File: config.mk
export PLATFORM = sky130hd
export DESIGN_NAME = instr_fetch_unit_flat
export DESIGN_NICKNAME = d
export VERILOG_FILES = /design/src/rtl/cpu_pkg.sv /design/src/rtl/instr_fetch_unit_if.sv /design/src/rtl/instr_fetch_unit_fifo.sv /design/src/rtl/instr_fetch_unit.sv /design/src/flat_wrapper.sv
export SDC_FILE = /design/constraint.sdc
export NUM_CORES = 1
export LEC_CHECK = 0
export CAP_MARGIN = 20
export CORE_MARGIN = 4
export CORE_UTILIZATION = 52
export DETAILED_ROUTE_END_ITERATION = 8
export HOLD_SLACK_MARGIN = 0.05
export PLACE_DENSITY = 0.81
export SETUP_SLACK_MARGIN = 0.05
export SLEW_MARGIN = 10
export SYNTH_ARGS = -nofsm -noshare
export SYNTH_HDL_FRONTEND = slang
export SYNTH_HIERARCHICAL = 1
export SYNTH_SLANG_ARGS = --single-unit
File: constraint.sdc
create_clock -name clk_i -period 3.1 [get_ports clk_i]
set_input_delay 0.465 -clock clk_i [delete_from_list [all_inputs] [get_ports clk_i]]
set_output_delay 0.465 -clock clk_i [all_outputs]
set_load 0.05 [all_outputs]
File: src/rtl/cpu_pkg.sv
// ---------------------------------------------------------------------------
// cpu_pkg
// Definitions shared by the fetch unit, its instruction buffer and the
// testbench.
//   fetch_state_t : fetch FSM states (IDLE, WAIT, DROP)
//   fetch_entry_t : one instruction-buffer entry {pc, instr, fault}
//   NOP_INSTR     : word delivered for a misaligned fetch
//   DEFAULT_DEPTH : default instruction-buffer depth
//   MAX_ADDR_W    : width of the pc field in fetch_entry_t; ADDR_W of the
//                   fetch unit must not exceed it
// ---------------------------------------------------------------------------
package cpu_pkg;

    localparam int unsigned DEFAULT_DEPTH = 2;
    localparam int unsigned MAX_ADDR_W    = 32;
    localparam logic [31:0] NOP_INSTR     = 32'h0;

    typedef enum logic [1:0] {
        IDLE = 2'd0,  // free to issue a fetch
        WAIT = 2'd1,  // one read outstanding, response will be kept
        DROP = 2'd2   // one read outstanding, response will be discarded
    } fetch_state_t;

    typedef struct packed {
        logic [MAX_ADDR_W-1:0] pc;
        logic [31:0]           instr;
        logic                  fault;
    } fetch_entry_t;

endpackage

File: src/rtl/instr_fetch_unit_if.sv
// ---------------------------------------------------------------------------
// instr_fetch_unit_if
// Bus bundle of the fetch unit: the instruction-memory read port and the
// IF/ID output handshake.
//   imem_req_o/imem_addr_o       : one-cycle read request and its address
//   imem_rvalid_i/imem_rdata_i   : read response (at least one cycle later)
//   instr_valid_o/instr_ready_i  : IF/ID handshake
//   instr_o/instr_pc_o/instr_fault_o : head entry payload
//
// Handshake: an IF/ID transfer happens on a rising edge where instr_valid_o
// and instr_ready_i are both high. The payload is stable while valid is high
// and not yet accepted; valid never depends combinationally on ready.
//
// master modport: the fetch unit. slave modport: memory + decode side.
// ---------------------------------------------------------------------------
interface instr_fetch_unit_if #(
    parameter int unsigned ADDR_W = 32
);
    logic              imem_req_o;
    logic [ADDR_W-1:0] imem_addr_o;
    logic              imem_rvalid_i;
    logic [31:0]       imem_rdata_i;
    logic              instr_valid_o;
    logic              instr_ready_i;
    logic [31:0]       instr_o;
    logic [ADDR_W-1:0] instr_pc_o;
    logic              instr_fault_o;

    modport master (
        output imem_req_o, imem_addr_o,
        input  imem_rvalid_i, imem_rdata_i,
        output instr_valid_o, instr_o, instr_pc_o, instr_fault_o,
        input  instr_ready_i
    );

    modport slave (
        input  imem_req_o, imem_addr_o,
        output imem_rvalid_i, imem_rdata_i,
        input  instr_valid_o, instr_o, instr_pc_o, instr_fault_o,
        output instr_ready_i
    );
endinterface

File: src/rtl/instr_fetch_unit_fifo.sv
// ---------------------------------------------------------------------------
// if_fifo
// Synchronous instruction buffer. Head data comes straight from the storage
// registers so the IF/ID payload has no logic in front of it.
//   clk_i, rst_i  : clock, synchronous active-high reset
//   clear_i       : drop all entries (pipeline redirect); wins over push/pop
//   push_i/push_data_i : write one entry; caller guarantees not full
//   pop_i         : remove head; caller guarantees not empty
//   head_data_o   : head entry
//   count_o       : number of stored entries
//   valid_o       : head entry present
// ---------------------------------------------------------------------------
module if_fifo #(
    parameter int unsigned DEPTH = 2,
    parameter int unsigned WIDTH = 8,
    localparam int unsigned PTR_W = $clog2(DEPTH),
    localparam int unsigned CNT_W = PTR_W + 1
) (
    input  logic             clk_i,
    input  logic             rst_i,
    input  logic             clear_i,
    input  logic             push_i,
    input  logic [WIDTH-1:0] push_data_i,
    input  logic             pop_i,
    output logic [WIDTH-1:0] head_data_o,
    output logic [CNT_W-1:0] count_o,
    output logic             valid_o
);
    logic [WIDTH-1:0] mem [DEPTH];
    logic [PTR_W-1:0] rd_ptr;
    logic [PTR_W-1:0] wr_ptr;
    logic [CNT_W-1:0] count;

    // Storage is reset so the payload outputs read zero out of reset.
    always_ff @(posedge clk_i) begin
        if (rst_i) begin
            rd_ptr <= '0;
            wr_ptr <= '0;
            count  <= '0;
            for (int i = 0; i < int'(DEPTH); i++) begin
                mem[i] <= '0;
            end
        end else if (clear_i) begin
            rd_ptr <= '0;
            wr_ptr <= '0;
            count  <= '0;
        end else begin
            if (push_i) begin
                mem[wr_ptr] <= push_data_i;
                wr_ptr      <= wr_ptr + 1'b1;  // DEPTH is a power of two: wraps
            end
            if (pop_i) begin
                rd_ptr <= rd_ptr + 1'b1;
            end
            case ({push_i, pop_i})
                2'b10:   count <= count + 1'b1;
                2'b01:   count <= count - 1'b1;
                default: count <= count;
            endcase
        end
    end

    assign head_data_o = mem[rd_ptr];
    assign count_o     = count;
    assign valid_o     = (count != '0);

endmodule

File: src/rtl/instr_fetch_unit.sv
// ---------------------------------------------------------------------------
// instr_fetch_unit
// Fetch side of the program counter: accepts pc_i, issues one outstanding
// read to instruction memory, buffers {pc, word, fault} entries for IF/ID,
// turns misaligned PCs into faulting NOP entries and discards responses that
// belong to a redirected path.
//   clk_i, rst_i   : clock, synchronous active-high reset
//   pc_i           : current PC register value
//   pc_advance_o   : pc_i accepted; PC register loads its next value
//   flush_i        : redirect; PC register is reloaded this cycle
//   bus            : imem read port and IF/ID handshake (master side)
//   dbg_state_o    : current fetch FSM state
// ---------------------------------------------------------------------------
module instr_fetch_unit
    import cpu_pkg::*;
#(
    parameter int unsigned DEPTH  = DEFAULT_DEPTH,
    parameter int unsigned ADDR_W = 32
) (
    input  logic                  clk_i,
    input  logic                  rst_i,
    input  logic [ADDR_W-1:0]     pc_i,
    output logic                  pc_advance_o,
    input  logic                  flush_i,
    instr_fetch_unit_if.master    bus,
    output fetch_state_t          dbg_state_o
);
    localparam int unsigned CNT_W = $clog2(DEPTH) + 1;
    localparam int unsigned ENT_W = $bits(fetch_entry_t);

    fetch_state_t      state;
    logic [ADDR_W-1:0] pend_pc;

    logic [CNT_W-1:0]  fifo_count;
    logic              fifo_valid;
    logic              fifo_push;
    logic              fifo_pop;
    fetch_entry_t      push_entry;
    fetch_entry_t      head_entry;

    logic              issue_ok;
    logic              pc_aligned;
    logic              mem_req;
    logic              mis_push;
    logic              mem_push;

    // The registered count reserves a slot for the outstanding read, so a
    // response never finds the buffer full. A same-cycle pop is not credited.
    assign issue_ok   = (state == IDLE) && !flush_i && !rst_i &&
                        (fifo_count < CNT_W'(DEPTH));
    assign pc_aligned = (pc_i[1:0] == 2'b00);
    assign mem_req    = issue_ok && pc_aligned;
    assign mis_push   = issue_ok && !pc_aligned;
    // A response arriving together with a flush belongs to the old path.
    assign mem_push   = (state == WAIT) && bus.imem_rvalid_i && !flush_i;

    assign fifo_push  = mem_push || mis_push;
    assign fifo_pop   = fifo_valid && bus.instr_ready_i && !flush_i;

    always_comb begin
        push_entry = '0;
        if (mem_push) begin
            push_entry.pc    = MAX_ADDR_W'(pend_pc);
            push_entry.instr = bus.imem_rdata_i;
            push_entry.fault = 1'b0;
        end else begin
            push_entry.pc    = MAX_ADDR_W'(pc_i);
            push_entry.instr = NOP_INSTR;
            push_entry.fault = 1'b1;
        end
    end

    if_fifo #(
        .DEPTH (DEPTH),
        .WIDTH (ENT_W)
    ) u_fifo (
        .clk_i       (clk_i),
        .rst_i       (rst_i),
        .clear_i     (flush_i),
        .push_i      (fifo_push),
        .push_data_i (push_entry),
        .pop_i       (fifo_pop),
        .head_data_o (head_entry),
        .count_o     (fifo_count),
        .valid_o     (fifo_valid)
    );

    // Fetch FSM. WAIT vs DROP records whether the outstanding response is
    // still wanted; either way the next rvalid closes the transaction.
    always_ff @(posedge clk_i) begin
        if (rst_i) begin
            state   <= IDLE;
            pend_pc <= '0;
        end else begin
            case (state)
                IDLE: begin
                    if (mem_req) begin
                        pend_pc <= pc_i;
                        state   <= WAIT;
                    end
                end
                WAIT: begin
                    if (bus.imem_rvalid_i) begin
                        state <= IDLE;
                    end else if (flush_i) begin
                        state <= DROP;
                    end
                end
                DROP: begin
                    if (bus.imem_rvalid_i) begin
                        state <= IDLE;
                    end
                end
                default: state <= IDLE;
            endcase
        end
    end

    assign pc_advance_o      = issue_ok;
    assign bus.imem_req_o    = mem_req;
    assign bus.imem_addr_o   = mem_req ? pc_i : '0;

    // Outputs are forced low during reset so stale buffer contents never
    // show in the cycle reset is first applied.
    assign bus.instr_valid_o = fifo_valid && !rst_i;
    assign bus.instr_o       = rst_i ? '0 : head_entry.instr;
    assign bus.instr_pc_o    = rst_i ? '0 : head_entry.pc[ADDR_W-1:0];
    assign bus.instr_fault_o = head_entry.fault && !rst_i;

    assign dbg_state_o       = state;

endmodule
File: src/flat_wrapper.sv
// flat-port wrapper written by rule: the top's interface ports become plain ports
module instr_fetch_unit_flat import cpu_pkg::*;
#(
    parameter int unsigned DEPTH  = DEFAULT_DEPTH,
    parameter int unsigned ADDR_W = 32
)
  (clk_i, rst_i, pc_i, pc_advance_o, flush_i, dbg_state_o, bus_imem_req_o, bus_imem_addr_o, bus_imem_rvalid_i, bus_imem_rdata_i, bus_instr_valid_o, bus_instr_o, bus_instr_pc_o, bus_instr_fault_o, bus_instr_ready_i);
  instr_fetch_unit_if #(.ADDR_W(ADDR_W)) bus_i ();
  input  logic clk_i;
  input  logic rst_i;
  input  logic [ADDR_W-1:0] pc_i;
  output logic pc_advance_o;
  input  logic flush_i;
  output fetch_state_t dbg_state_o;
  output wire logic [$bits(bus_i.imem_req_o)-1:0] bus_imem_req_o;
  output wire logic [$bits(bus_i.imem_addr_o)-1:0] bus_imem_addr_o;
  input wire logic [$bits(bus_i.imem_rvalid_i)-1:0] bus_imem_rvalid_i;
  input wire logic [$bits(bus_i.imem_rdata_i)-1:0] bus_imem_rdata_i;
  output wire logic [$bits(bus_i.instr_valid_o)-1:0] bus_instr_valid_o;
  output wire logic [$bits(bus_i.instr_o)-1:0] bus_instr_o;
  output wire logic [$bits(bus_i.instr_pc_o)-1:0] bus_instr_pc_o;
  output wire logic [$bits(bus_i.instr_fault_o)-1:0] bus_instr_fault_o;
  input wire logic [$bits(bus_i.instr_ready_i)-1:0] bus_instr_ready_i;
  assign bus_imem_req_o = bus_i.imem_req_o;
  assign bus_imem_addr_o = bus_i.imem_addr_o;
  assign bus_i.imem_rvalid_i = bus_imem_rvalid_i;
  assign bus_i.imem_rdata_i = bus_imem_rdata_i;
  assign bus_instr_valid_o = bus_i.instr_valid_o;
  assign bus_instr_o = bus_i.instr_o;
  assign bus_instr_pc_o = bus_i.instr_pc_o;
  assign bus_instr_fault_o = bus_i.instr_fault_o;
  assign bus_i.instr_ready_i = bus_instr_ready_i;
  instr_fetch_unit #(.DEPTH(DEPTH), .ADDR_W(ADDR_W)) u_core (.clk_i(clk_i), .rst_i(rst_i), .pc_i(pc_i), .pc_advance_o(pc_advance_o), .flush_i(flush_i), .bus(bus_i), .dbg_state_o(dbg_state_o));
endmodule
Word-level counts from Yosys, hierarchy flattened --
Memories as Yosys holds them, arrays and structs flattened. A register that Yosys moved wholly into a read port is not among the register bits. Index checks and enable logic that the tools add are counted.
Word-level totals: register bits after elaboration 38, memory bits (writable) 130, logic and storage cells 62, memories 1
Memory list:
- u_core.u_fifo.mem | depth 2, bits a word 65, rd ports 1, clocked after Yosys merged registers in 1, wr ports 2, line instr_fetch_unit_fifo.sv:29 | logic [WIDTH-1:0] mem [DEPTH];
Cells by class: add/subtract/negate cells 4, $lt $le $gt $ge 1, eq/ne operators 7, multiplexer cells 21, reductions and logical operators 23
Operators by type and width (count):
- 2-to-1 mux 65 bit | 2
- 2-to-1 mux 32 bit | 3
- OR reduction 65 bit | 1
- logical AND 1 bit | 11
- 2-to-1 mux 1 bit | 10
- 2-to-1 mux 2 bit | 4
- case mux 2 bit (3 select lines) | 1
- equality test 2 x 1 -> 1 bit, second input constant | 2
- equality test 2 bit, second input constant | 2
- logical NOT 2 bit | 2
- case mux 2 bit (2 select lines) | 1
- nonzero test 2 bit | 2
- logical NOT 1 bit | 3
- != test 3 bit, second input constant | 1
- AND reduction 3 bit | 1
- adder 1 bit, second input constant | 2
- adder 2 x 1 -> 2 bit, second input constant | 1
- < comparator 2 bit, second input constant | 1
- != test 2 x 1 -> 1 bit, second input constant | 1
- != test 2 bit, second input constant | 1
- AND reduction 2 bit | 1
- OR reduction 2 bit | 1
- subtractor 2 x 1 -> 2 bit, second input constant | 1
- logical OR 1 bit | 1

Logic depth before layout (Yosys ltp) --
Gate-level depths: netlist of run 1.
word-level depth 12, gate-level depth with buffers 10, mapped depth without buffers 9

Cells and area by module --
Netlist of run 1, hierarchy kept.
By module, submodules not included:
- if_fifo | times used 1, cells each 385, area an instance 5949.5 µm², sequential area each 4003.8 µm²
- instr_fetch_unit | times used 1, cells each 277, area an instance 2570.0 µm², sequential area each 680.7 µm²

Worst setup path before layout of run 1 --
Ideal clock, no wire load.
path kind reg2reg, start register u_core.state[0], in the netlist u_core/dbg_state_o[0], end memory u_core/u_fifo/mem[0][0] in the netlist's numbering, enable pin, setup time 393 ps, arrival time 2608 ps, slack 98 ps, stages on the path, launching flop included 9, path buffers 2, period minus slack after synthesis 3002 ps, path through dfxtp_1 > and3_4 > inv_6 > buf_12 > nand2_1 > inv_2 > nor2_2 > clkbuf_1 > a21o_2
RTL lines:
- start: declaration | line instr_fetch_unit.sv:31 | fetch_state_t state;
- start signal: assignment | line instr_fetch_unit.sv:92 | state <= IDLE;
- start signal: assignment | line instr_fetch_unit.sv:99 | state <= WAIT;
- start signal: assignment | line instr_fetch_unit.sv:104 | state <= IDLE;
- end: declaration | line instr_fetch_unit_fifo.sv:29

==> impl_metrics.prom, run 1 <==
# TYPE chip_impl_metric gauge
chip_impl_metric{name="dp_worst_slack",unit="ns"} 0.463
chip_impl_metric{name="whs",unit="ns"} 0.483
chip_impl_metric{name="synth-compound-area-share",unit=""} 0.0360
chip_impl_info{name="synth_top_cell_by_area",value="sky130_fd_sc_hd__edfxtp_1"} 1
chip_impl_metric{name="std_cell_rows",unit=""} 46
chip_impl_metric{name="first_global_vias",unit=""} 6138
chip_impl_info{name="combinational_family_with_the_most_area_after_synthesis",value="simple AND/OR/NAND/NOR gates"} 1
chip_impl_metric{name="route.detailed.drc",unit=""} 0
chip_impl_metric{name="die_height",unit="µm"} 136
chip_impl_metric{name="wl_per_cell",unit="µm"} 18.7
chip_impl_metric{name="synth-edff-count",unit=""} 130
chip_impl_metric{name="combPwrFrac",unit=""} 0.126
chip_impl_metric{name="antenna_cells_inserted",unit=""} 0
chip_impl_metric{name="detailedRoute.firstPassIterationCount",unit=""} 4
chip_impl_metric{name="report.final.setup_viol",unit=""} 0
chip_impl_metric{name="finalNetCount",unit=""} 875
chip_impl_metric{name="vias_per_cell",unit=""} 5.55
chip_impl_metric{name="core",unit="mm²"} 0.0159
chip_impl_metric{name="asyncSetResetFlopFracSynth",unit=""} 0
chip_impl_info{name="clock_root_buffer",value="sky130_fd_sc_hd__clkbuf_16"} 1
chip_impl_metric{name="cp_data_required_time",unit="ns"} 2.63
chip_impl_metric{name="place_hpwl",unit="mm"} 12.6
chip_impl_info{name="synth.area.top_cells",value="sky130_fd_sc_hd__edfxtp_1 (46%), sky130_fd_sc_hd__and3_1 (12%), sky130_fd_sc_hd__dfxtp_1 (9.2%)"} 1
chip_impl_metric{name="synth-simple-area-share",unit=""} 0.210
chip_impl_metric{name="setup_ws",unit="ns"} 0.146
chip_impl_metric{name="cts_inserted_buffers",unit=""} 17
chip_impl_metric{name="area_growth",unit="%"} 31.2
chip_impl_metric{name="die_w",unit="µm"} 136
chip_impl_metric{name="instances_no_fill",unit=""} 1034
chip_impl_metric{name="fin_worst_skew",unit="ns"} 0.00831
chip_impl_metric{name="synthesis.area",unit="mm²"} 0.00852
chip_impl_metric{name="synth_xor_area_frac",unit=""} 0.00411
chip_impl_metric{name="switching_share",unit=""} 0.229
chip_impl_metric{name="num_vias",unit=""} 5735
chip_impl_metric{name="worstPathMaxFanout",unit=""} 25
chip_impl_info{name="worstSetupEndpointType",value="primary output"} 1
chip_impl_metric{name="synthAdderAreaFrac",unit=""} 0.00147
chip_impl_info{name="status",value="finished, final reports clean"} 1
chip_impl_metric{name="grt_antenna_before_repair",unit=""} 2
chip_impl_metric{name="path_clk_slew",unit="ns"} 0.06
chip_impl_metric{name="overall_power",unit="mW"} 5.39
chip_impl_metric{name="port_buffer_count",unit=""} 168
chip_impl_metric{name="power.share.clock",unit=""} 0.400
chip_impl_metric{name="final_clock_period_utilization_by_the_worst_path",unit=""} 0.953
chip_impl_metric{name="layout.filler_cells",unit=""} 1103
chip_impl_metric{name="grt_first_pass_wirelength",unit="mm"} 31.3
chip_impl_metric{name="worst_slew_margin_rel",unit=""} 0.346
chip_impl_metric{name="postRouteAntennaNets",unit=""} 0
chip_impl_metric{name="postSynthAreaPerCell",unit="µm²"} 12.9
chip_impl_metric{name="cts.path.max_buffers",unit=""} 2
chip_impl_info{name="cp-start-kind",value="flop"} 1
chip_impl_metric{name="cp_data_arrival_time",unit="ns"} 2.49
chip_impl_metric{name="boundaryPins",unit=""} 171
chip_impl_metric{name="max-vdd-ir-drop",unit="µV"} 370
chip_impl_metric{name="routabilityCongestion",unit=""} 0.781
chip_impl_info{name="flip_flop_cell_with_the_highest_count_after_synthesis",value="sky130_fd_sc_hd__edfxtp_1"} 1
chip_impl_metric{name="synth_warnings",unit=""} 6
chip_impl_metric{name="leakagePower",unit="nW"} 4.87
chip_impl_info{name="unrepaired_setup_endpoints_after_global_routing",value="no"} 1
chip_impl_info{name="tritoncts_clock_tree",value="built"} 1
chip_impl_metric{name="whs_path_depth",unit=""} 2
chip_impl_metric{name="internal_power",unit="mW"} 4.16
chip_impl_metric{name="grt.total_usage",unit=""} 0.215
chip_impl_metric{name="dp_cells",unit=""} 1002
chip_impl_metric{name="ys_types",unit=""} 45
chip_impl_metric{name="hold_viol",unit=""} 0
chip_impl_metric{name="synth.area.mux_share",unit=""} 0.142
chip_impl_info{name="worst-setup-path-type",value="flop to primary output"} 1
chip_impl_metric{name="max_cap_violations",unit=""} 0
chip_impl_metric{name="synthCells",unit=""} 662
chip_impl_metric{name="finalSetupTns",unit="ns"} 0
chip_impl_metric{name="logic_depth_of_the_worst_register_to_register_path",unit=""} 7
chip_impl_metric{name="cts_max_level",unit=""} 4
chip_impl_metric{name="grt_start_max_net_pins",unit=""} 80
chip_impl_metric{name="ys_seq_area_frac",unit=""} 0.550
chip_impl_metric{name="yosysTopAreaCellShare",unit=""} 0.458
chip_impl_info{name="leading_cell_types_by_count_after_synthesis",value="sky130_fd_sc_hd__and3_1 (160), sky130_fd_sc_hd__edfxtp_1 (130), sky130_fd_sc_hd__mux2_2 (69)"} 1
chip_impl_metric{name="tightest_slew",unit="ns"} 0.980
chip_impl_metric{name="power.density",unit="mW/mm²"} 482
chip_impl_metric{name="synth-seq-cells",unit=""} 169
chip_impl_metric{name="fin_crit_period",unit="ns"} 2.95
chip_impl_info{name="synthMostInstantiatedCell",value="sky130_fd_sc_hd__and3_1"} 1
chip_impl_metric{name="drv_slew",unit=""} 0
chip_impl_metric{name="max_freq",unit="MHz"} 339
chip_impl_metric{name="net-switching-power",unit="mW"} 1.23
chip_impl_metric{name="fp.dieArea",unit="mm²"} 0.0185
chip_impl_metric{name="finalWirelength",unit="mm"} 19.4
chip_impl_metric{name="drive_above_1_share",unit=""} 0.263
chip_impl_info{name="hold_class",value="flop to flop"} 1
chip_impl_metric{name="clock_insertion_delay_worst_skew",unit="ns"} 0.42
chip_impl_metric{name="postCtsHoldBufs",unit=""} 0
chip_impl_metric{name="grt_remaining_overflow",unit=""} 0
chip_impl_metric{name="clock_sink_count",unit=""} 169
chip_impl_metric{name="share_seq_of_total_power",unit=""} 0.473
chip_impl_metric{name="initial_cell_density_of_the_core",unit=""} 0.534
chip_impl_metric{name="drt-initial-drc-count",unit=""} 330
what timing repair did:
item,in CTS,in global routing
setup buffers,0,0
gates resized for setup,0,1
setup endpoints to repair,0,1
stage by stage:
stage	utilization	area (µm²)
floorplan	-	8520
global placement	0.662	10600
detailed placement	0.662	10600
CTS	0.701	11200
global route	0.701	11200
finish	0.701	11200
worst max-delay path: stages, from the launching register on:
cell	delay, ns
sky130_fd_sc_hd__dfxtp_4	0.56
sky130_fd_sc_hd__buf_12	0.23
sky130_fd_sc_hd__mux2_2	0.35
sky130_fd_sc_hd__nor2b_1	0.15
sky130_fd_sc_hd__clkdlybuf4s50_1	0.75
logic make-up after synthesis:
kind of cell    Yosys count
compound gates           37
buf+inv                  69
simple gates            283
other cells               1
mux                      98
fa+ha+maj                 1
xor+xnor                  4
flops                   169
per-layer routing:
metal | vias up | global-route usage | wire length [µm]
met5 | - | 0 | 34
li1 | 2711 | - | -
met1 | 2774 | 0.267 | 7950
met3 | 32 | 0.0759 | 1720
met4 | 4 | 0.0683 | 252
met2 | 214 | 0.353 | 9420
state kept, by name, summed over array words and instances, names as in the netlist, named ones only:
register               flops
u_core/u_fifo/rd_ptr       1
u_core/dbg_state_o         2
u_core/u_fifo/count_o      2
u_core/pend_pc            32
u_core/u_fifo/mem        130
u_core/u_fifo/wr_ptr       1
area by class of cell:
cell class	count	area (µm²)	area share
clock buffer	30	612	0.0547
clock inverter	2	12.5	0.00112
inverter	6	27.5	0.00246
multi-input combinational	425	3380	0.303
sequential	169	4690	0.419
tap	216	270	0.0242
timing repair buffer	186	2190	0.196
power groups by stage:
stage          sequential, mW  clock (mW)  combinational, mW
2_1_floorplan            2.59           0              0.417
4_1_cts                  2.55        2.20              0.685
3_5_place_dp             2.60           0              0.680
6_report                 2.55        2.16              0.680
3_3_place_gp             2.59           0              0.670
5_1_grt                  2.56        2.29              0.723
final timing paths:
| check | from | slack [ns] | end |
|---|---|---|---|
| max | flop | 0.15 | bus_instr_fault_o |
| min | u_core/pend_pc[2]$_SDFFE_PP0P_ | 0.48 | u_core/pend_pc[2]$_SDFFE_PP0P_ |
| max reg2reg | u_core/dbg_state_o[1]$_SDFFE_PP0P_ | 0.93 | u_core/u_fifo/mem[1][35]$_SDFFCE_PN0P_ |
| min reg2reg | u_core/pend_pc[2]$_SDFFE_PP0P_ | 0.48 | u_core/pend_pc[2]$_SDFFE_PP0P_ |
layout by cell type (no fill, tap or decap), types with 2 or more instances in the layout:
cell                              synthesis  final
sky130_fd_sc_hd__and2_1                  32     32
sky130_fd_sc_hd__conb_1                   1      2
sky130_fd_sc_hd__a31o_1                   3      3
sky130_fd_sc_hd__nor2b_1                 66     66
sky130_fd_sc_hd__buf_4                   13     15
sky130_fd_sc_hd__edfxtp_1               130    130
sky130_fd_sc_hd__nand2_1                  2      2
sky130_fd_sc_hd__nor2_4                   1      2
sky130_fd_sc_hd__a21o_4                   0      2
sky130_fd_sc_hd__or3_1                    2      2
sky130_fd_sc_hd__a21oi_1                  2      2
sky130_fd_sc_hd__a31o_2                  26     26
sky130_fd_sc_hd__xnor2_1                  3      3
sky130_fd_sc_hd__dfxtp_1                 39     38
sky130_fd_sc_hd__inv_1                    4      4
sky130_fd_sc_hd__o21ai_0                  2      2
sky130_fd_sc_hd__clkbuf_1                23      6
sky130_fd_sc_hd__inv_4                    0      2
sky130_fd_sc_hd__and3_1                 160    160
sky130_fd_sc_hd__clkdlybuf4s50_1          0    134
sky130_fd_sc_hd__clkbuf_16                0     23
sky130_fd_sc_hd__nor3_1                   6      6
sky130_fd_sc_hd__mux2_2                  69     69
sky130_fd_sc_hd__buf_12                   3     36
sky130_fd_sc_hd__mux2_4                  28     28
Note: power is estimated with default switching activity, not from simulation.
==> run 2: changes to the inputs <==
Settings changed: CORE_UTILIZATION 52 to 54, CTS_BUF_LIST set to sky130_fd_sc_hd__clkbuf_8, PLACE_DENSITY 0.81 to 0.83.
==> run 2 against run 1 <==
Compared with the run above:
- hold slack improved by 0.0083 ns
- highest routed layer is now met4
- register-to-register slack improved by 0.04 ns
- critical endpoint is now bus_instr_pc_o[25]
- worst setup slack improved by 0.019 ns
- sequential share of layout area up 0.42 points
- combinational power grew 1%
- cell count decreased by 0.19%
- non-clock buffer count up 3
- critical path type unchanged
- clock skew about the same
==> impl_metrics.prom, run 2 (synthesis results as in run 1) <==
# TYPE chip_impl_metric gauge
chip_impl_metric{name="path_clk_slew",unit="ns"} 0.08
chip_impl_metric{name="report.final.setup_viol",unit=""} 0
chip_impl_metric{name="first_global_vias",unit=""} 6047
chip_impl_metric{name="drt-met1-wl",unit="mm"} 8.20
chip_impl_metric{name="drive_above_1_share",unit=""} 0.281
chip_impl_metric{name="logic_depth_of_the_worst_register_to_register_path",unit=""} 8
chip_impl_info{name="status",value="finished, final reports clean"} 1
chip_impl_metric{name="layout.area.seq",unit="mm²"} 0.00469
chip_impl_metric{name="worstPathMaxFanout",unit=""} 18
chip_impl_metric{name="finalNetCount",unit=""} 878
chip_impl_metric{name="antenna_cells_inserted",unit=""} 0
chip_impl_metric{name="core",unit="mm²"} 0.0153
chip_impl_metric{name="fin_worst_skew",unit="ns"} 0.00845
chip_impl_metric{name="grt_antenna_before_repair",unit=""} 0
chip_impl_metric{name="drt-initial-drc-count",unit=""} 513
chip_impl_metric{name="fp.dieArea",unit="mm²"} 0.0179
chip_impl_metric{name="cts_inserted_buffers",unit=""} 17
chip_impl_metric{name="number_of_flip_flops_under_the_largest_register_name",unit=""} 130
chip_impl_metric{name="finalSetupTns",unit="ns"} 0
chip_impl_metric{name="clock_insertion_delay_worst_skew",unit="ns"} 0.45
chip_impl_metric{name="area_growth",unit="%"} 29.9
chip_impl_info{name="worstSetupEndpointType",value="primary output"} 1
chip_impl_metric{name="postCtsHoldBufs",unit=""} 0
chip_impl_metric{name="postRouteAntennaNets",unit=""} 0
chip_impl_metric{name="cts.path.max_buffers",unit=""} 2
chip_impl_metric{name="power.density",unit="mW/mm²"} 452
chip_impl_metric{name="grt_remaining_overflow",unit=""} 0
chip_impl_metric{name="wl_met2",unit="mm"} 9.45
chip_impl_metric{name="leakagePower",unit="nW"} 4.93
chip_impl_metric{name="overall_power",unit="mW"} 5.00
chip_impl_metric{name="cp_data_required_time",unit="ns"} 2.63
chip_impl_metric{name="die_w",unit="µm"} 134
chip_impl_metric{name="vias_per_cell",unit=""} 5.53
chip_impl_metric{name="placed_cell_area",unit="mm²"} 0.0106
chip_impl_metric{name="hold_viol",unit=""} 0
chip_impl_metric{name="num_vias",unit=""} 5707
chip_impl_metric{name="drv_slew",unit=""} 0
chip_impl_metric{name="finalCoreUtilization",unit=""} 0.723
chip_impl_info{name="hold_class",value="flop to flop"} 1
chip_impl_metric{name="port_buffer_count",unit=""} 168
chip_impl_metric{name="max_cap_violations",unit=""} 0
chip_impl_info{name="tritoncts_clock_tree",value="built"} 1
chip_impl_metric{name="max-vdd-ir-drop",unit="µV"} 355
chip_impl_metric{name="boundaryPins",unit=""} 171
chip_impl_metric{name="multi_input_area",unit="mm²"} 0.00338
chip_impl_metric{name="routed-wl-met3",unit="mm"} 1.49
chip_impl_metric{name="grt_first_pass_wirelength",unit="mm"} 31.2
chip_impl_info{name="cp-start-kind",value="flop"} 1
chip_impl_info{name="most_frequent_standard_cell_in_the_layout_excluding_fill_and_tap_cells",value="sky130_fd_sc_hd__and3_1"} 1
chip_impl_info{name="worst-setup-path-type",value="flop to primary output"} 1
chip_impl_metric{name="worst_slew_margin_rel",unit=""} 0.293
chip_impl_metric{name="clock_sink_count",unit=""} 169
chip_impl_metric{name="wl_per_cell",unit="µm"} 18.8
chip_impl_metric{name="grt_start_max_net_pins",unit=""} 66
chip_impl_metric{name="max_freq",unit="MHz"} 341
chip_impl_info{name="clock_root_buffer",value="sky130_fd_sc_hd__clkbuf_8"} 1
chip_impl_metric{name="tightest_slew",unit="ns"} 1.06
chip_impl_metric{name="post-route-cell-area",unit="mm²"} 0.0111
chip_impl_metric{name="layout.filler_cells",unit=""} 1037
chip_impl_metric{name="cp_data_arrival_time",unit="ns"} 2.47
chip_impl_metric{name="initial_cell_density_of_the_core",unit=""} 0.556
chip_impl_info{name="most-common-layout-cells",value="sky130_fd_sc_hd__and3_1 (160), sky130_fd_sc_hd__edfxtp_1 (130), sky130_fd_sc_hd__clkdlybuf4s50_1 (120), sky130_fd_sc_hd__mux2_2 (69), sky130_fd_sc_hd__nor2b_1 (66)"} 1
chip_impl_metric{name="final_clock_period_utilization_by_the_worst_path",unit=""} 0.947
chip_impl_metric{name="routabilityCongestion",unit=""} 0.812
chip_impl_info{name="max_flop_register",value="u_core/u_fifo/mem"} 1
chip_impl_info{name="top_signal_layer_used",value="met4"} 1
chip_impl_metric{name="detailedRoute.firstPassIterationCount",unit=""} 5
chip_impl_metric{name="route.detailed.drc",unit=""} 0
chip_impl_metric{name="place_hpwl",unit="mm"} 13.0
chip_impl_metric{name="fin_crit_period",unit="ns"} 2.93
chip_impl_info{name="largestRegisters",value="u_core/u_fifo/mem: 130 flops, u_core/pend_pc: 32 flops"} 1
chip_impl_metric{name="die_height",unit="µm"} 134
chip_impl_metric{name="grt.total_usage",unit=""} 0.221
chip_impl_metric{name="whs_path_depth",unit=""} 1
chip_impl_metric{name="cts_max_level",unit=""} 4
chip_impl_info{name="unrepaired_setup_endpoints_after_global_routing",value="no"} 1
chip_impl_metric{name="std_cell_rows",unit=""} 45
chip_impl_metric{name="finalWirelength",unit="mm"} 19.4
[run 2: final timing paths]
kind	from	end	slack (ns)
worst max-delay path	flop	bus_instr_pc_o[25]	0.17
worst min-delay path	u_core/pend_pc[1]$_SDFFE_PP0P_	u_core/pend_pc[1]$_SDFFE_PP0P_	0.49
worst max register to register	u_core/dbg_state_o[1]$_SDFFE_PP0P_	u_core/u_fifo/mem[0][47]$_SDFFCE_PN0P_	0.97
worst min register to register	u_core/pend_pc[1]$_SDFFE_PP0P_	u_core/pend_pc[1]$_SDFFE_PP0P_	0.49
[run 2: final cells by class]
class,count,share of cell area
clock inverter,15,0.0200
inverter,6,0.00249
multi-input combinational,425,0.305
sequential,169,0.424
timing repair buffer,189,0.204
tap,211,0.0238
clock buffer,17,0.0211
[run 2: worst max-delay path, stage by stage, from the launching register on]
cell,delay [ns]
sky130_fd_sc_hd__dfxtp_4,0.52
sky130_fd_sc_hd__buf_4,0.31
sky130_fd_sc_hd__mux2_2,0.37
sky130_fd_sc_hd__nor2b_1,0.13
sky130_fd_sc_hd__clkdlybuf4s50_1,0.70
[run 2: report_power, final]
| group | total [mW] | leakage, nW | internal, mW | switching [mW] |
|---|---|---|---|---|
| Combinational | 0.690 | 3.05 | 0.299 | 0.392 |
| Clock | 1.76 | 0.219 | 0.961 | 0.802 |
| Sequential | 2.55 | 1.67 | 2.52 | 0.0281 |
| Total | 5.00 | 4.93 | 3.78 | 1.22 |
[run 2: stage by stage]
step           setup slack (ns)  instances  hold WS (ns)
5_1_grt                  0.0613       1032         0.503
4_1_cts                  0.0568       1032         0.485
3_5_place_dp              0.434       1000         0.464
3_3_place_gp              0.411       1000         0.452
6_report                  0.166       1032         0.491
2_1_floorplan            0.0982        663         0.446
[run 2: what timing repair did]
action                                  CTS  global route
setup buffers                             0             0
gates resized for setup                   0             8
endpoints found under the setup margin    0             8
[run 2: per-layer routing]
| metal | track usage | vias up |
|---|---|---|
| met5 | 0 | - |
| met3 | 0.0702 | 26 |
| met1 | 0.279 | 2740 |
| met2 | 0.363 | 230 |
| li1 | - | 2711 |
| met4 | 0.0754 | 0 |
==> run 3: changes to the inputs <==
Settings changed: CORE_UTILIZATION 54 to 47, CTS_BUF_LIST sky130_fd_sc_hd__clkbuf_8 to sky130_fd_sc_hd__clkbuf_4 sky130_fd_sc_hd__clkbuf_8 sky130_fd_sc_hd__clkbuf_16, PLACE_DENSITY 0.83 to 0.77.
Clock period 3.1 ns to 2.4 ns, I/O delays scaled along.
==> run 3 against run 2 <==
Compared with the run above:
- combinational power up 29%
- clock skew is 0.00062 ns lower
- via count grew 0.75%
- sequential share of layout area shrank 0.094 points
- hold slack worse by 0.19 ns
- routed wire length rose by 2.9%
- total power increased by 37%
- largest cell class unchanged
==> impl_metrics.prom, run 3 (synthesis results as in run 1) <==
# TYPE chip_impl_metric gauge
chip_impl_info{name="status",value="finished, final reports clean"} 1
chip_impl_metric{name="port_buffer_count",unit=""} 168
chip_impl_info{name="clock_root_buffer",value="sky130_fd_sc_hd__clkbuf_16"} 1
chip_impl_metric{name="max_freq",unit="MHz"} 442
chip_impl_metric{name="postCtsHoldBufs",unit=""} 0
chip_impl_metric{name="power.share.clock",unit=""} 0.389
chip_impl_metric{name="combPwrFrac",unit=""} 0.130
chip_impl_info{name="worst_path_max_delay_cell",value="sky130_fd_sc_hd__clkdlybuf4s50_1"} 1
chip_impl_metric{name="worst_slew_margin_rel",unit=""} 0.601
chip_impl_info{name="worstSetupEndpointType",value="primary output"} 1
chip_impl_info{name="most-common-layout-cells",value="sky130_fd_sc_hd__and3_1 (160), sky130_fd_sc_hd__edfxtp_1 (130), sky130_fd_sc_hd__buf_4 (75), sky130_fd_sc_hd__clkdlybuf4s50_1 (69), sky130_fd_sc_hd__mux2_2 (69)"} 1
chip_impl_metric{name="net-switching-power",unit="mW"} 1.73
chip_impl_metric{name="drt-initial-drc-count",unit=""} 345
chip_impl_metric{name="max_cap_violations",unit=""} 0
chip_impl_metric{name="drive_above_1_share",unit=""} 0.355
chip_impl_metric{name="whs",unit="ns"} 0.297
chip_impl_metric{name="final_clock_period_utilization_by_the_worst_path",unit=""} 0.943
chip_impl_info{name="worst_path_dominant_cell_family",value="buffers and inverters"} 1
chip_impl_info{name="worst-setup-path-type",value="input pin to primary output"} 1
chip_impl_metric{name="wl_per_cell",unit="µm"} 19.1
chip_impl_metric{name="die_w",unit="µm"} 143
chip_impl_info{name="unrepaired_setup_endpoints_after_global_routing",value="no"} 1
chip_impl_info{name="critical_path.most_common_cell",value="sky130_fd_sc_hd__buf_12"} 1
chip_impl_metric{name="clock_sink_count",unit=""} 169
chip_impl_metric{name="max-vdd-ir-drop",unit="µV"} 480
chip_impl_metric{name="switching_share",unit=""} 0.253
chip_impl_metric{name="leakagePower",unit="nW"} 5.00
chip_impl_metric{name="cts_resized",unit=""} 0
chip_impl_metric{name="boundaryPins",unit=""} 171
chip_impl_metric{name="postRouteAntennaNets",unit=""} 0
chip_impl_metric{name="cp.buffers_inverters",unit=""} 3
chip_impl_metric{name="grt_first_pass_wirelength",unit="mm"} 31.8
chip_impl_metric{name="number_of_flip_flops_under_the_largest_register_name",unit=""} 130
chip_impl_metric{name="cts.path.max_buffers",unit=""} 2
chip_impl_metric{name="fp.dieArea",unit="mm²"} 0.0203
chip_impl_metric{name="slowest_delay",unit="ns"} 0.52
chip_impl_metric{name="cp_data_arrival_time",unit="ns"} 1.90
chip_impl_metric{name="finalNetCount",unit=""} 878
chip_impl_metric{name="std_cell_rows",unit=""} 48
chip_impl_metric{name="share_seq_of_total_power",unit=""} 0.481
chip_impl_metric{name="finalSetupTns",unit="ns"} 0
chip_impl_metric{name="cts_max_level",unit=""} 4
chip_impl_metric{name="route.detailed.drc",unit=""} 0
chip_impl_metric{name="fin_crit_period",unit="ns"} 2.26
chip_impl_info{name="worst_path_cell_trace",value="clkdlybuf4s50_1 -> nor4_4 -> buf_12 -> and3_1 -> buf_12"} 1
chip_impl_metric{name="vias_per_cell",unit=""} 5.50
chip_impl_metric{name="antenna_cells_inserted",unit=""} 0
chip_impl_metric{name="post-cts-setup-buffer-count",unit=""} 0
chip_impl_metric{name="power.density",unit="mW/mm²"} 616
chip_impl_info{name="hold_class",value="input pin to flop"} 1
chip_impl_metric{name="cts_inserted_buffers",unit=""} 17
chip_impl_metric{name="internal_power",unit="mW"} 5.11
chip_impl_metric{name="cp_data_required_time",unit="ns"} 2.04
chip_impl_metric{name="worstPathMaxFanout",unit=""} 31
chip_impl_info{name="tritoncts_clock_tree",value="built"} 1
chip_impl_metric{name="grt_antenna_before_repair",unit=""} 0
chip_impl_metric{name="path_clk_slew",unit="ns"} 0.06
chip_impl_metric{name="clock_insertion_delay_worst_skew",unit="ns"} 0.43
chip_impl_info{name="max_flop_register",value="u_core/u_fifo/mem"} 1
chip_impl_metric{name="initial_cell_density_of_the_core",unit=""} 0.486
chip_impl_metric{name="fin_worst_skew",unit="ns"} 0.00784
chip_impl_metric{name="detailedRoute.firstPassIterationCount",unit=""} 5
chip_impl_metric{name="place_hpwl",unit="mm"} 13.0
chip_impl_metric{name="drv_slew",unit=""} 0
chip_impl_metric{name="grt_remaining_overflow",unit=""} 0
chip_impl_metric{name="num_vias",unit=""} 5750
chip_impl_metric{name="report.final.setup_viol",unit=""} 0
chip_impl_metric{name="die_height",unit="µm"} 143
chip_impl_metric{name="grt_start_max_net_pins",unit=""} 79
chip_impl_info{name="largestRegisters",value="u_core/u_fifo/mem: 130 flops, u_core/pend_pc: 32 flops"} 1
chip_impl_info{name="cp-start-kind",value="input pin"} 1
chip_impl_info{name="most_frequent_standard_cell_in_the_layout_excluding_fill_and_tap_cells",value="sky130_fd_sc_hd__and3_1"} 1
chip_impl_metric{name="area_growth",unit="%"} 30.4
chip_impl_metric{name="finalWirelength",unit="mm"} 20.0
chip_impl_metric{name="routabilityCongestion",unit=""} 0.802
chip_impl_metric{name="hold_viol",unit=""} 0
chip_impl_metric{name="tightest_slew",unit="ns"} 0.599
chip_impl_metric{name="grt.total_usage",unit=""} 0.198
chip_impl_metric{name="first_global_vias",unit=""} 5989
chip_impl_metric{name="core",unit="mm²"} 0.0175
[run 3: changes by cell type in the layout (fill, tap and decap cells not counted), moves of 4 or more]
cell,before,now
sky130_fd_sc_hd__clkbuf_8,17,0
sky130_fd_sc_hd__inv_6,4,9
sky130_fd_sc_hd__buf_4,20,75
sky130_fd_sc_hd__buf_12,40,44
sky130_fd_sc_hd__clkbuf_16,0,19
sky130_fd_sc_hd__clkdlybuf4s50_1,120,69
sky130_fd_sc_hd__clkinvlp_4,4,0
sky130_fd_sc_hd__dlymetal6s2s_1,8,0
sky130_fd_sc_hd__bufinv_16,5,0
[run 3: worst paths after layout]
check / slack (ns) / start / end / cells after the start
min: 0.30 / rst_i / u_core/dbg_state_o[0]$_SDFFE_PP0P_ / 2
max reg2reg: 0.52 / u_core/dbg_state_o[1]$_SDFFE_PP0P_ / u_core/u_fifo/count_o[1]$_SDFFE_PP0P_ / 8
max: 0.14 / pc_i[0] / bus_imem_addr_o[13] / 5
min reg2reg: 0.48 / u_core/pend_pc[25]$_SDFFE_PP0P_ / u_core/pend_pc[25]$_SDFFE_PP0P_ / 1
[run 3: area by class of cell]
type | instances | area, µm²
clock buffers | 19 | 475
clock inverters | 12 | 98.8
fillers | 1317 | 6420
inverters | 6 | 27.5
multi-input cells | 425 | 3380
flip-flops and latches | 169 | 4700
well taps | 225 | 282
repair buffers | 189 | 2150
[run 3: power groups by stage]
stage | Sequential (mW) | Combinational, mW | Clock, mW
2_1_floorplan | 3.34 | 0.542 | 0
3_3_place_gp | 3.35 | 0.877 | 0
3_5_place_dp | 3.35 | 0.890 | 0
4_1_cts | 3.29 | 0.896 | 2.72
5_1_grt | 3.30 | 0.945 | 2.84
6_report | 3.29 | 0.892 | 2.66
[run 3: routing by layer]
| layer | routed length, µm | track usage | part of all wire |
|---|---|---|---|
| met1 | 8460 | 0.263 | 0.42 |
| met4 | 148 | 0.0470 | 0.0074 |
| met3 | 1620 | 0.0566 | 0.081 |
| met5 | 0 | 0 | 0 |
| met2 | 9770 | 0.325 | 0.49 |
[run 3: stage by stage]
stage          total power, mW  cells  cell area [µm²]  setup slack (ns)  utilization
6_report                  6.84   1045            11100             0.138        0.634
5_1_grt                   7.08   1045            11100            0.0685        0.634
4_1_cts                   6.90   1044            11100             0.127        0.633
3_5_place_dp              4.24   1013            10500            0.0888        0.600
3_3_place_gp              4.22   1013            10500             0.135        0.600
2_1_floorplan             3.89    663             8550            0.0786            -
